[src/rtl/axis_mux_4_arb.sv]
// axis_mux_4_arb: round-robin, frame-locked arbiter driving the axis_mux_4 enable/select pair
module axis_mux_4_arb #(
  parameter int MAX_FRAME_LEN = 1024,
  parameter int CNT_WIDTH     = 16,
  parameter int GAP_CYCLES    = 1
) (
  input  logic                 clk,
  input  logic                 rst,
  input  logic                 arb_enable,
  input  logic                 input_0_axis_tvalid,
  input  logic                 input_1_axis_tvalid,
  input  logic                 input_2_axis_tvalid,
  input  logic                 input_3_axis_tvalid,
  input  logic                 output_axis_tvalid,
  input  logic                 output_axis_tready,
  input  logic                 output_axis_tlast,
  output logic                 enable,
  output logic [1:0]           select,
  output logic                 grant_active,
  output logic [CNT_WIDTH-1:0] frame_count,
  output logic                 timeout_err
);
  typedef enum logic [1:0] {IDLE, BUSY, GAP} state_t;
  localparam logic [CNT_WIDTH-1:0] MAX_C = CNT_WIDTH'(MAX_FRAME_LEN);
  localparam logic [3:0] GAP_LAST = 4'(GAP_CYCLES == 0 ? 0 : GAP_CYCLES - 1);
  state_t               state;
  logic [3:0]           req;
  logic [1:0]           last_grant, win, p1, p2, p3;
  logic [3:0]           gap_cnt;
  logic [CNT_WIDTH-1:0] beat_cnt, beat_nxt;
  logic                 fired, beat;
  assign req = {input_3_axis_tvalid, input_2_axis_tvalid, input_1_axis_tvalid, input_0_axis_tvalid};
  assign beat = output_axis_tvalid && output_axis_tready;
  assign grant_active = enable;
  // Round-robin pick starting one past the previous winner; saturating beat count
  always_comb begin
    p1 = last_grant + 2'd1;
    p2 = last_grant + 2'd2;
    p3 = last_grant + 2'd3;
    win = req[p1] ? p1 : req[p2] ? p2 : req[p3] ? p3 : last_grant;
    beat_nxt = &beat_cnt ? beat_cnt : beat_cnt + 1'b1;
  end
  // Grant FSM: IDLE arbitrates, BUSY holds the grant until tlast, GAP spaces frames
  always_ff @(posedge clk or negedge rst) begin
    if (!rst) begin
      state       <= IDLE;
      enable      <= 1'b0;
      select      <= 2'd0;
      last_grant  <= 2'd3;
      frame_count <= '0;
      timeout_err <= 1'b0;
      beat_cnt    <= '0;
      gap_cnt     <= '0;
      fired       <= 1'b0;
    end else begin
      timeout_err <= 1'b0;
      case (state)
        IDLE: if (arb_enable && |req) begin
          select   <= win;
          enable   <= 1'b1;
          beat_cnt <= '0;
          fired    <= 1'b0;
          state    <= BUSY;
        end
        BUSY: if (beat) begin
          if (output_axis_tlast) begin
            enable      <= 1'b0;
            frame_count <= frame_count + 1'b1;
            last_grant  <= select;
            beat_cnt    <= '0;
            gap_cnt     <= '0;
            state       <= GAP_CYCLES > 0 ? GAP : IDLE;
          end else begin
            beat_cnt <= beat_nxt;
            if (beat_nxt == MAX_C && !fired) begin
              timeout_err <= 1'b1;
              fired       <= 1'b1;
            end
          end
        end
        GAP: begin
          gap_cnt <= gap_cnt + 1'b1;
          if (gap_cnt == GAP_LAST) state <= IDLE;
        end
        default: state <= IDLE;
      endcase
    end
  end
endmodule
[config.mk]
export PLATFORM = sky130hd
export DESIGN_NAME = axis_mux_4_arb
export DESIGN_NICKNAME = d
export VERILOG_FILES = /design/src/rtl/axis_mux_4_arb.sv
export SDC_FILE = /design/constraint.sdc
export NUM_CORES = 1
export LEC_CHECK = 0
export CORE_MARGIN = 1.5
export CORE_UTILIZATION = 50
export DETAILED_ROUTE_END_ITERATION = 8
export GPL_TIMING_DRIVEN = 0
export PLACE_DENSITY = 0.7
export SLEW_MARGIN = 25
export SYNTH_ARGS = -nofsm -noshare
export SYNTH_HDL_FRONTEND = slang
export SYNTH_SLANG_ARGS = --single-unit
[constraint.sdc]
create_clock -name clk -period 2.7 [get_ports clk]
set_input_delay 0.27 -clock clk [delete_from_list [all_inputs] [get_ports clk]]
set_output_delay 0.27 -clock clk [all_outputs]
set_load 0.005 [all_outputs]
# Word level (Yosys, flattened, before mapping)
# Cells that the tools add are included.
classes:
  mux: 35
  n_reduce_logical: 17
  n_lt_le_gt_ge: 3
  eq_ne: 9
  n_addsub: 6
op_table:
  columns: ["op", "count"]
  rows:
  - ["$mux 16", 4]
  - ["$add 16x1->16 const B", 2]
  - ["$pmux 16 s2", 1]
  - ["$eq 16x11->1 const B", 1]
  - ["$reduce_and 16->1", 1]
  - ["$mux 1", 14]
  - ["$mux 2", 7]
  - ["$ne 2x2->1 const B", 6]
  - ["$lt 2x3->1 const B", 3]
  - ["$reduce_and 3->1", 3]
  - ["$mux 4", 2]
  - ["$pmux 4 s2", 1]
  - ["$reduce_and 4->1", 2]
  - ["$bmux 1 s2", 3]
  - ["$pmux 2 s3", 1]
  - ["$reduce_and 5->1", 1]
  - ["$add 2x2->2 const B", 2]
  - ["$add 4x1->4 const B", 1]
  - ["$logic_not 4->1", 1]
  - ["$pmux 1 s2", 2]
  - ["$reduce_bool 2->1", 2]
  - ["$reduce_or 4->1", 1]
  - ["$logic_and 1x1->1", 3]
  - ["$add 2x1->2 const B", 1]
  - ["5 further kinds", 5]
word_totals:
  input_bits: 10
  reg_bits: 45
  output_inout_bits: 21

# Logic depth before layout (Yosys ltp)
depth:
  word_depth: 8
  depth_mapped: 8
  mapped_depth_nobuf: 7

# Least setup slack after synthesis
# No wires, ideal clock.
synth_path:
  path_kind: "flip-flop to flip-flop"
  startpoint: "register beat_cnt[6]"
  endpoint: "register fired"
  slack_ns: 0.756
  stages_incl_launch_ff: 8
  arrival_ns: 1.880
  t_required_ns: 2.635
  synth_period_minus_slack_ns: 1.944
  path_cell_list: "dfrtp_1 buf_6 nand4_2 nor4_2 mux2_1 nor4_1 o2111a_2 o21a_1"
synth_via:
  elab_chain_len: 6
  elab_cells_between_ends: 7
  cone_classes: "add/sub: 1; eq/ne: 2; mux: 1; reduce/logical: 3"
synth_lines:
  columns: ["element", "line", "rtl"]
  rows:
  - ["from (decl)", "30", "logic [CNT_WIDTH-1:0] beat_cnt, beat_nxt;"]
  - ["from (signal assigned)", "74", "beat_cnt <= beat_nxt;"]
  - ["$add 16x1->16 / $reduce_and 16->1 (equally long branches)", "41", "beat_nxt = &beat_cnt ? beat_cnt : beat_cnt + 1'b1;"]
  - ["$mux 16 *", "41", null]
  - ["$eq 16x11->1 *", "75", "if (beat_nxt == MAX_C && !fired) begin"]
  - ["$logic_and 1x1->1 *", "75", null]
  - ["$ne 2x2->1 (no line) *", null, null]
  - ["$reduce_and 5->1 (no line) *", null, null]
  - ["to (signal assigned)", "54", "fired <= 1'b0;"]
  - ["to (signal assigned)", "62", "fired <= 1'b0;"]
  - ["to (signal assigned)", "77", "fired <= 1'b1;"]
  - ["to (decl)", "31", "logic fired, beat;"]
# Mark *: on every way between the ends. The rest lies on a longest branch, timed or not.
# A chain may end at the register's enable or synchronous reset.

# Worst setup path in the final report
layout_path:
  startpoint: "register beat_cnt[0]"
  endpoint: "register fired"
# Same word-level chain as after synthesis.

==> metrics.md <==
| Metric | Value |
|---|---|
| Post-synth EDFFs | `0` |
| Setup crit end kind | `register` |
| Overflow after GRT | `0` |
| Crit path buffers/inverters | `0` |
| Netlist cell types | `58` |
| Final wirelength | `about 5500 um` |
| DP HPWL | `3980 um` |
| Mean Syn Cell Area | `9.28 um^2` |
| Clock period minus final worst setup slack | `roughly 2300 ps` |
| Max-slew violation count | `0` |
| Depth of the CTS H-tree | `2` |
| Slowest stage delay, CP | `around 450 ps` |
| Commonest non-fill, non-tap cell in the layout | `dfrtp_1` |
| First-pass GRT wire length | `9450 um` |
| Reg2reg setup slack | `420 ps` |
| Initial antenna violation count | `0` |
| Antenna-violating nets left | `0` |
| Worst Path Arrival | `2520 ps` |
| Post-place setup slack | `403 ps` |
| Total chip power | `1.77 mW` |
| Number of port buffers | `30` |
| CTS Root Cell | `clkbuf_8` |
| Period Utilization, post-route | `0.844` |
| Slew HR | `0.617` |
| DR vias/cell | `5.61` |
| Post-CTS setup buffers | `0` |
| Peak VDD IR | `476 uV` |
| Dominant synthesized flop cell | `dfrtp_1` |
| Area growth from synthesis to layout | `19.4%` |
| CP max FO | `7` |
| Clk Latency, worst-skew pair | `300 ps` |
| Yosys warning count | `0` |
| Most frequent cells in the layout | `43 x dfrtp_1, 38 x nand2_1, 29 x clkdlybuf4s50_1, 20 x nand3_1, 19 x a21oi_1` |
| Reg2Reg Depth | `7` |
| Tot GR Track Use | `0.220` |
| R2R Path End | `fired` |
| Async SR Flop Fraction | `1.00` |
| Cell Pwr Density | `579 nW/um^2` |
| Worst hold endpoint | `frame_count[15]` |
| Die Y | `~75 um` |
| Layout cells sized above 1 | `0.0981` |
| Outcome | `completed` |
| Gpl congestion | `0.851` |
| Critical path's slowest cell | `dfrtp_1` |
| # IOs | `31` |
| NumNets Final | `between 300 and 400` |
| Hold path start | `frame_count[15]` |
| Avg WL per Cell | `between 10 and 15 um` |
| Min setup slack post-route | `~420 ps` |
| Crit path cell chain | `ha_1, xor2_1, nor4b_1, o2111ai_1, nor4_1, o2111a_2, o21a_1` |
| First-pass iteration count of the detailed router | `4` |
| Clock skew | `roughly 7 ps` |
| Critical path depth | `7` |
| Num CTS Buffers | `5` |
| Tightest Pin Transition | `574 ps` |
| Die Area | `5560 um^2` |
| Upper clock frequency limit | `0.439 GHz` |
| Post-synthesis sequential area ratio | `0.440` |
| Leakage | `1.27 nW` |
| Residual DRC | `0` |
| Vias in the first global route | `2048` |
| Crit start category | `register` |
| Hold depth | `1` |
| Core area | `4820 um^2` |
| Clock slew at reported path FFs | `80 ps` |
| Initial Util | `0.532` |
| WP data required | `2940 ps` |
| RSZ-0062 raised after global routing | `false` |
| Mapped cell area | `~2600 um^2` |
| R2R Path Start | `beat_cnt[0]` |
| Number of synthesized register bits | `45` |
| Final core occ | `0.635` |
| Setup TNS | `0 ps` |
| Final Hold Viols | `0` |
| Die W | `74.6 um` |
| Post-Syn Nets | `290` |
| Row Count | `25` |
| CTS Sinks | `45` |
| DRT iter0 DRCs | `128` |
| Final Setup Violations | `0` |
| Path type of the worst setup path | `register to register` |
| Ant diodes | `0` |
| Critical Path Source | `beat_cnt[0]` |
| Largest net degree at the start of global routing | `24` |
| CTS tree | `built` |
| Class of the worst hold path | `register to register` |
| Family with the most delay on the worst path | `simple AND/OR/NAND/NOR gates` |
| Mapped Cells | `276` |
| Via count | `2147` |
| CTS Buffer Depth | `2` |
| Max_cap viols | `0` |
registers in the layout, indices dropped and copies added, names as in the netlist, 2 cells and up:
register,flops
beat_cnt,16
frame_count,16
gap_cnt,4
last_grant,2
select,2
state,2
report_power, final:
group | leakage [nW] | total, mW | internal (mW) | switching, mW
Sequential | 0.605 | 0.881 | 0.778 | 0.102
Clock | 0.0422 | 0.410 | 0.182 | 0.228
Combinational | 0.622 | 0.483 | 0.246 | 0.237
Total | 1.27 | 1.77 | 1.21 | 0.567
per-layer routing:
metal | track usage | share of wire
met5 | 0 | 0
met4 | 0.0586 | 0.0067
met3 | 0.0366 | 0.051
met2 | 0.335 | 0.45
met1 | 0.325 | 0.49
cell usage after synthesis (3+ instances only):
library cell | number | area [um^2]
dfrtp_1 | 43 | 1080
nand2_1 | 38 | 143
nand3_1 | 20 | 100
a21oi_1 | 19 | 95.1
o21ai_0 | 17 | 85.1
nor2_1 | 14 | 52.6
xnor2_1 | 13 | 114
inv_1 | 9 | 33.8
nand4_1 | 9 | 56.3
clkbuf_1 | 6 | 22.5
o31ai_1 | 6 | 45.0
xor2_1 | 6 | 52.6
nor3_1 | 5 | 25.0
a31oi_1 | 4 | 25.0
buf_2 | 4 | 20.0
ha_1 | 4 | 50.1
and3_1 | 3 | 18.8
buf_6 | 3 | 33.8
nor4_1 | 3 | 18.8
o21ai_1 | 3 | 15.0
o22ai_1 | 3 | 18.8
worst max-delay path by stage:
stage                          end  slack, ps
floorplan                    fired        760
global placement    frame_count[4]         80
detailed placement           fired        400
CTS                          fired        480
global route                 fired        300
finish                       fired        420
cell type report:
class,instances,area (um^2)
fillers,423,1760
multi-input cells,208,1320
flip-flops and latches,45,1130
repair buffers,32,333
plain buffers,14,83.8
well taps,67,83.8
clock buffers,7,76.3
inverters,9,33.8
clock inverters,1,5.00
what timing repair did:
item / in CTS / in global routing
hold buffers: 1 / 0
gates resized for setup: 0 / 0
endpoints found under the hold margin: 22 / 0
kinds of logic after synthesis:
logic type                 count (synthesis)  synth area share
buffers and inverters                     23            0.0459
xor gates and xnor gates                  19            0.0649
DFF                                       45             0.440
adders and majority gates                  4            0.0195
muxes                                      3            0.0122
and+or+nand+nor                          115             0.249
AOI/OAI and AO/OA                         67             0.168
per-stage QoR:
step / hold WS [ps] / cell area, um^2 / std cells
3_5_place_dp: 306 / 2970 / 374
6_report: 479 / 3060 / 383
3_3_place_gp: 462 / 2950 / 373
4_1_cts: 486 / 3060 / 383
5_1_grt: 519 / 3060 / 383
2_1_floorplan: -25.6 / 2560 / 276
(Power assumes the default switching activity.)
==> variant 1 (same settings) <==
Encoding of `state_t`: now one-hot (3 bits for 3 states).
--- a/src/rtl/axis_mux_4_arb.sv
+++ b/src/rtl/axis_mux_4_arb.sv
@@ -20,7 +20,7 @@
   output logic [CNT_WIDTH-1:0] frame_count,
   output logic                 timeout_err
 );
-  typedef enum logic [1:0] {IDLE, BUSY, GAP} state_t;
+  typedef enum logic [2:0] {IDLE = 3'b001, BUSY = 3'b010, GAP = 3'b100} state_t;
   localparam logic [CNT_WIDTH-1:0] MAX_C = CNT_WIDTH'(MAX_FRAME_LEN);
   localparam logic [3:0] GAP_LAST = 4'(GAP_CYCLES == 0 ? 0 : GAP_CYCLES - 1);
   state_t               state;
Check against the original RTL: same outputs for any inputs over 10 cycles, from zero or initial values and one cycle with rst low; not proved beyond that.
==> variant 1 against the original RTL <==
- worst setup slack got worse by 300 ps
- final area increased by 0.12%
- area after synthesis decreased by 0.29%
- sequential power decreased by 1%
- via count increased by 0.28%
- sequential share of layout area increased by 0.81 points
- final cell count decreased by 1.3%
- wire length decreased by 1.9%
- sequential cell count increased by 1
- critical path depth unchanged
- total power decreased by 3.5%
==> variant 1: results (changes against the original RTL) <==
share of post-route cells with drive strength above 1: 10.29% (was 9.810%)
first-pass GRT wire length: 8866 um (was 9453 um)
Worst-path clk slew: 90 ps
Inserted Diodes: 0 (unchanged)
vias in the first global route: 1836 (was 2048)
max_slew headroom: 50.35% (was 61.74%)
worst skew pair latency: 300 ps (about the same)
delay-heaviest family, CP: compound AO/OA/AOI/OAI gates (was simple AND/OR/NAND/NOR gates)
HP Class: in -> async (was reg -> reg)
Worst Path Max Fanout: 5 (was 7)
fin nets: 324 (was 329)
initial antenna violation count: 0 (unchanged)
Syn Nets: 285 (was 290)
maximum clock path buffer count: 2 (unchanged)
pin count of the biggest net entering global routing: 29 (was 24)
Synth async-reset ratio: 100.0% (unchanged)
YS warnings: 0 (unchanged)
htree depth: 2 (unchanged)
max incr delay on CP: 550 ps (was 450 ps)
Synth area leaders: dfrtp_1 (42%), a21oi_1 (4.1%), xnor2_1 (3.8%) (was dfrtp_1 (42%), nand2_1 (5.6%), xnor2_1 (4.4%))
cell at the slowest stage of the critical path: or4_4 (was dfrtp_1)
status: finished clean (unchanged)
IO Port Bufs: 30 (unchanged)
Most used DFF post-synth: dfrtp_1 (unchanged)
post-synthesis cell type count: 52 (was 58)
RD Place Congestion: 0.8847 (was 0.8513)
initial drt markers: 119 (was 128)
Post-Route Skew: 8.450 ps (was 6.878 ps)
number of fill cells: 437 (was 423)
Tot GR Track Use: 20.90% (was 21.95%)
postcts setup bufs: 0 (unchanged)
sequential-to-total area share from yosys stat: 45.20% (was 44.04%)
1st-pass router iterations: 7 (was 4)
Lkg Pwr: 0.001310 uW (was 0.001269 uW)
routed via count: 2153 (was 2147)
number of buffers created by CTS: 5 (unchanged)
total wire length: 5421 um (was 5524 um)
post-DP HPWL: 3903 um (was 3978 um)
switching fraction of total power: 30.50% (was 31.95%)
most instantiated cells after synthesis: dfrtp_1 (43), nor2_1 (24), nand2_1 (23) (was dfrtp_1 (43), nand2_1 (38), nand3_1 (20))
Clock Tree Root: clkbuf_8 (unchanged)
Top Registers: beat_cnt x16, frame_count x16, gap_cnt x4 (unchanged)
worst path arrival time: 2800 ps (was 2520 ps)
Max Cap Viol: 0 (unchanged)
VDD IR max: 0.3524 mV (was 0.4762 mV)
-- variant 1: power groups by stage --
| stage | combinational (uW) | sequential (uW) | clock, uW |
|---|---|---|---|
| after global routing | 438 | 885 | 495 |
| after floorplan | 239 | 864 | 0 |
| after detailed placement | 390 | 881 | 0 |
| after CTS | 394 | 870 | 466 |
| after global placement | 378 | 881 | 0 |
| final | 391 | 870 | 451 |
-- variant 1: path summary, 6_finish.rpt --
| path | startpoint | to | slack (ps) | depth (start not counted) |
|---|---|---|---|---|
| max | beat_cnt[0] | fired | 120 | 7 |
| min | rst | fired | 440 | 2 |
| max reg2reg | beat_cnt[0] | fired | 120 | 7 |
| min reg2reg | frame_count[15] | frame_count[15] | 470 | 1 |
| max in group asynchronous | rst | last_grant[0] | 1690 | 3 |
| min in group clk | frame_count[15] | frame_count[15] | 470 | 1 |
-- variant 1: cells by family (layout without fill, tap and decap cells) --
| kind of cell | count (synthesis) | in the layout | synth area share [%] |
|---|---|---|---|
| fa+ha+maj | 4 | 4 | 1.959 |
| mux | 6 | 6 | 2.546 |
| buf+inv | 21 | 61 | 3.918 |
| compound gates | 71 | 71 | 17.83 |
| simple gates | 105 | 105 | 22.38 |
| flops | 46 | 46 | 45.20 |
| xor+xnor | 18 | 18 | 6.170 |
-- variant 1: area by class of cell --
type / instances / area share, %
buffer: 11 / 2.042
clock inverter: 1 / 0.2858
clock buffer: 7 / 2.817
sequential: 46 / 37.69
timing repair buffer: 32 / 10.62
inverter: 10 / 1.225
multi-input combinational: 204 / 42.59
tap: 67 / 2.736
-- variant 1: routing by layer --
layer	track usage (%)	share of wire, %	wire, um	vias to the layer above
met5	0	0	0	-
met4	6.263	1.4	78	0
met1	30.27	47	2574	1012
met2	31.65	46	2520	62
li1	-	-	-	1070
met3	4.472	4.6	248	9
-- variant 1: through the flow --
step / setup WS [ps] / utilization, % / cells / total power [uW] / instance area, um2
3_3_place_gp: -23.14 / 61.01 / 368 / 1259 / 2939
6_report: 117.1 / 63.61 / 378 / 1712 / 3064
5_1_grt: 4.444 / 63.61 / 378 / 1818 / 3064
4_1_cts: 70.39 / 63.51 / 378 / 1730 / 3059
3_5_place_dp: -4.582 / 61.32 / 369 / 1271 / 2954
2_1_floorplan: 304.8 / - / 271 / 1103 / 2555
-- variant 1: timing repair --
action,CTS,global route
gates resized for setup,0,2
hold endpoints to repair,17,0
endpoints found under the setup margin,0,2
hold buffers,1,0
==> variant 2 (config.mk and constraints unchanged) <==
Without the edit above. `CNT_WIDTH`: 16 -> 32.
--- a/src/rtl/axis_mux_4_arb.sv
+++ b/src/rtl/axis_mux_4_arb.sv
@@ -1,7 +1,7 @@
 // axis_mux_4_arb: round-robin, frame-locked arbiter driving the axis_mux_4 enable/select pair
 module axis_mux_4_arb #(
   parameter int MAX_FRAME_LEN = 1024,
-  parameter int CNT_WIDTH     = 16,
+  parameter int CNT_WIDTH     = 32,
   parameter int GAP_CYCLES    = 1
 ) (
   input  logic                 clk,
Ports: changed (resized frame_count); port bits go from 31 to 47. The function was not compared with the original's and may differ.
==> variant 2 against the original RTL <==
- the flow now finishes with violations (setup timing)
- final area grew 86%
- area after synthesis grew 75%
- worst setup slack lost 440 ps
- wire length grew 130%
- total power grew 67%
- sequential cell count grew 32
- sequential share of layout area shrank 2.8 points
- via count grew 110%
- clock power grew 140%
- global-route usage grew 6.0 points
==> variant 2: results (changes against the original RTL) <==
Worst Path Max Fanout: 6 (was 7)
max incr delay on CP: 420 ps (was 450 ps)
number of buffers created by CTS: 9 (was 5)
failing checks: setup timing
post-synthesis cell type count: 53 (was 58)
Top Registers: beat_cnt x32, frame_count x32, gap_cnt x4 (was beat_cnt x16, frame_count x16, gap_cnt x4)
share of post-route cells with drive strength above 1: 16.01% (was 9.810%)
vias in the first global route: 4249 (was 2048)
pin count of the biggest net entering global routing: 54 (was 24)
final setup vio count: 1 (was 0)
Clock Tree Root: clkbuf_8 (unchanged)
initial antenna violation count: 0 (unchanged)
initial drt markers: 359 (was 128)
maximum clock path buffer count: 2 (unchanged)
wire length per cell: 18.06 um (was 14.42 um)
HP Class: in -> async (was reg -> reg)
Worst-path clk slew: 100 ps (was 80 ps)
RD Place Congestion: 0.9659 (was 0.8513)
Setup TNS Final: -23.92 ps (was 0 ps)
Synth async-reset ratio: 100.0% (unchanged)
FF-to-FF Start: beat_cnt[31] (was beat_cnt[0])
first-pass GRT wire length: 21290 um (was 9453 um)
1st-pass router iterations: 5 (was 4)
Synth area leaders: dfrtp_1 (42%), o21ai_0 (6.0%), xnor2_1 (5.1%) (was dfrtp_1 (42%), nand2_1 (5.6%), xnor2_1 (4.4%))
post-DP HPWL: 8639 um (was 3978 um)
worst skew pair latency: 370 ps (was 300 ps)
Syn Nets: 535 (was 290)
Lkg Pwr: 0.002348 uW (was 0.001269 uW)
YS warnings: 0 (unchanged)
Final WS setup: -23.92 ps (was 419.9 ps)
fin nets: 615 (was 329)
status: finished with violations (was finished clean)
Tot GR Track Use: 27.92% (was 21.95%)
Inserted Diodes: 0 (unchanged)
RR Endpoint: fired (unchanged)
htree depth: 3 (was 2)
Post-Route Skew: 11.09 ps (was 6.878 ps)
sequential-to-total area share from yosys stat: 43.13% (was 44.04%)
DP Worst Slack: -557.1 ps (was 402.7 ps)
DP Area: 5100 um2 (was 2969 um2)
max_slew headroom: 33.24% (was 61.74%)
Hold Violations, Final: 0 (unchanged)
IO Port Bufs: 46 (was 30)
routed via count: 4433 (was 2147)
worst path arrival time: 2990 ps (was 2520 ps)
most instantiated cells after synthesis: dfrtp_1 (75), o21ai_0 (54), nor2_1 (49) (was dfrtp_1 (43), nand2_1 (38), nand3_1 (20))
VDD IR max: 0.4579 mV (was 0.4762 mV)
cells on worst reg2reg path: 9 (was 7)
Post-synth EDFFs: 0 (unchanged)
cell at the slowest stage of the critical path: or4_4 (was dfrtp_1)
[variant 2: cell types whose count changed after synthesis, sizes merged, moves of 9 or more]
cell    change
dfrtp      +32
nor3       +10
o21ai      +34
nand3      +22
and3       +12
xnor2      +13
a31oi       +9
nor2       +33
nand4      +12
nand2       +9
clkbuf     +12
[variant 2: worst max-delay path by stage]
stage                       from           to  slack, ps  cells after the start
global placement             rst  beat_cnt[7]      -1360                      1
CTS                 beat_cnt[11]        fired         -6                      9
finish              beat_cnt[31]        fired        -20                      9
global route         beat_cnt[0]        fired       -150                     11
detailed placement   beat_cnt[0]        fired       -560                     10
floorplan            beat_cnt[0]        fired         80                      9
[variant 2: timing repair]
action / CTS / global route
hold endpoints to repair: 23 / 0
hold buffers: 1 / 0
pin swaps: 9 / 1
buffers inserted: 23 / 0
endpoints found under the setup margin: 24 / 15
gates resized for setup: 49 / 11
[variant 2: final cells by class]
cell class | instances | area (um2)
multi-input combinational | 402 | 2531
sequential | 77 | 1942
clock inverter | 7 | 88.84
inverter | 10 | 37.54
tap | 108 | 135.1
clock buffer | 9 | 123.9
timing repair buffer | 71 | 668.1
buffer | 30 | 176.4
fill | 735 | 2975
[variant 2: through the flow]
stage | total power (uW) | cells | hold slack [ps]
after detailed placement | 1969 | 676 | 200.8
after global placement | 1946 | 675 | 462.5
final | 2956 | 714 | 331.2
after global routing | 3098 | 714 | 372.4
after floorplan | 1681 | 521 | -25.59
after CTS | 2963 | 715 | 338.9
[variant 2: worst max-delay path, delay by kind of cell, from the launching register on]
kind | cells | cell delay (ps)
compound gates | 3 | 820
buf+inv | 3 | 440
flops | 1 | 360
simple gates | 3 | 1010
[variant 2: cell families (layout without fill, tap and decap cells)]
family | count (synthesis) | after routing | synth area share, %
multiplexers | 3 | 3 | 0.6993
buffers and inverters | 42 | 127 | 3.916
AO/OA/AOI/OAI | 124 | 124 | 16.84
flip-flops | 77 | 77 | 43.13
adder cells (fa/ha/maj) | 4 | 4 | 1.119
AND/OR/NAND/NOR | 232 | 232 | 26.66
XOR/XNOR | 39 | 39 | 7.636
[variant 2: routing by layer]
metal  GRT usage [%]  vias up  share of wire [%]
met5               0        -                  0
met4           13.74        0                3.8
met2           42.79      214                 46
li1                -     2067                  -
met1           38.00     2104                 42
met3           5.324       48                8.1
[variant 2: where the power goes]
group | total, uW | internal (uW) | switching, uW
logic | 622 | 289 | 333
registers | 1370 | 1260 | 104
clock network | 966 | 451 | 515
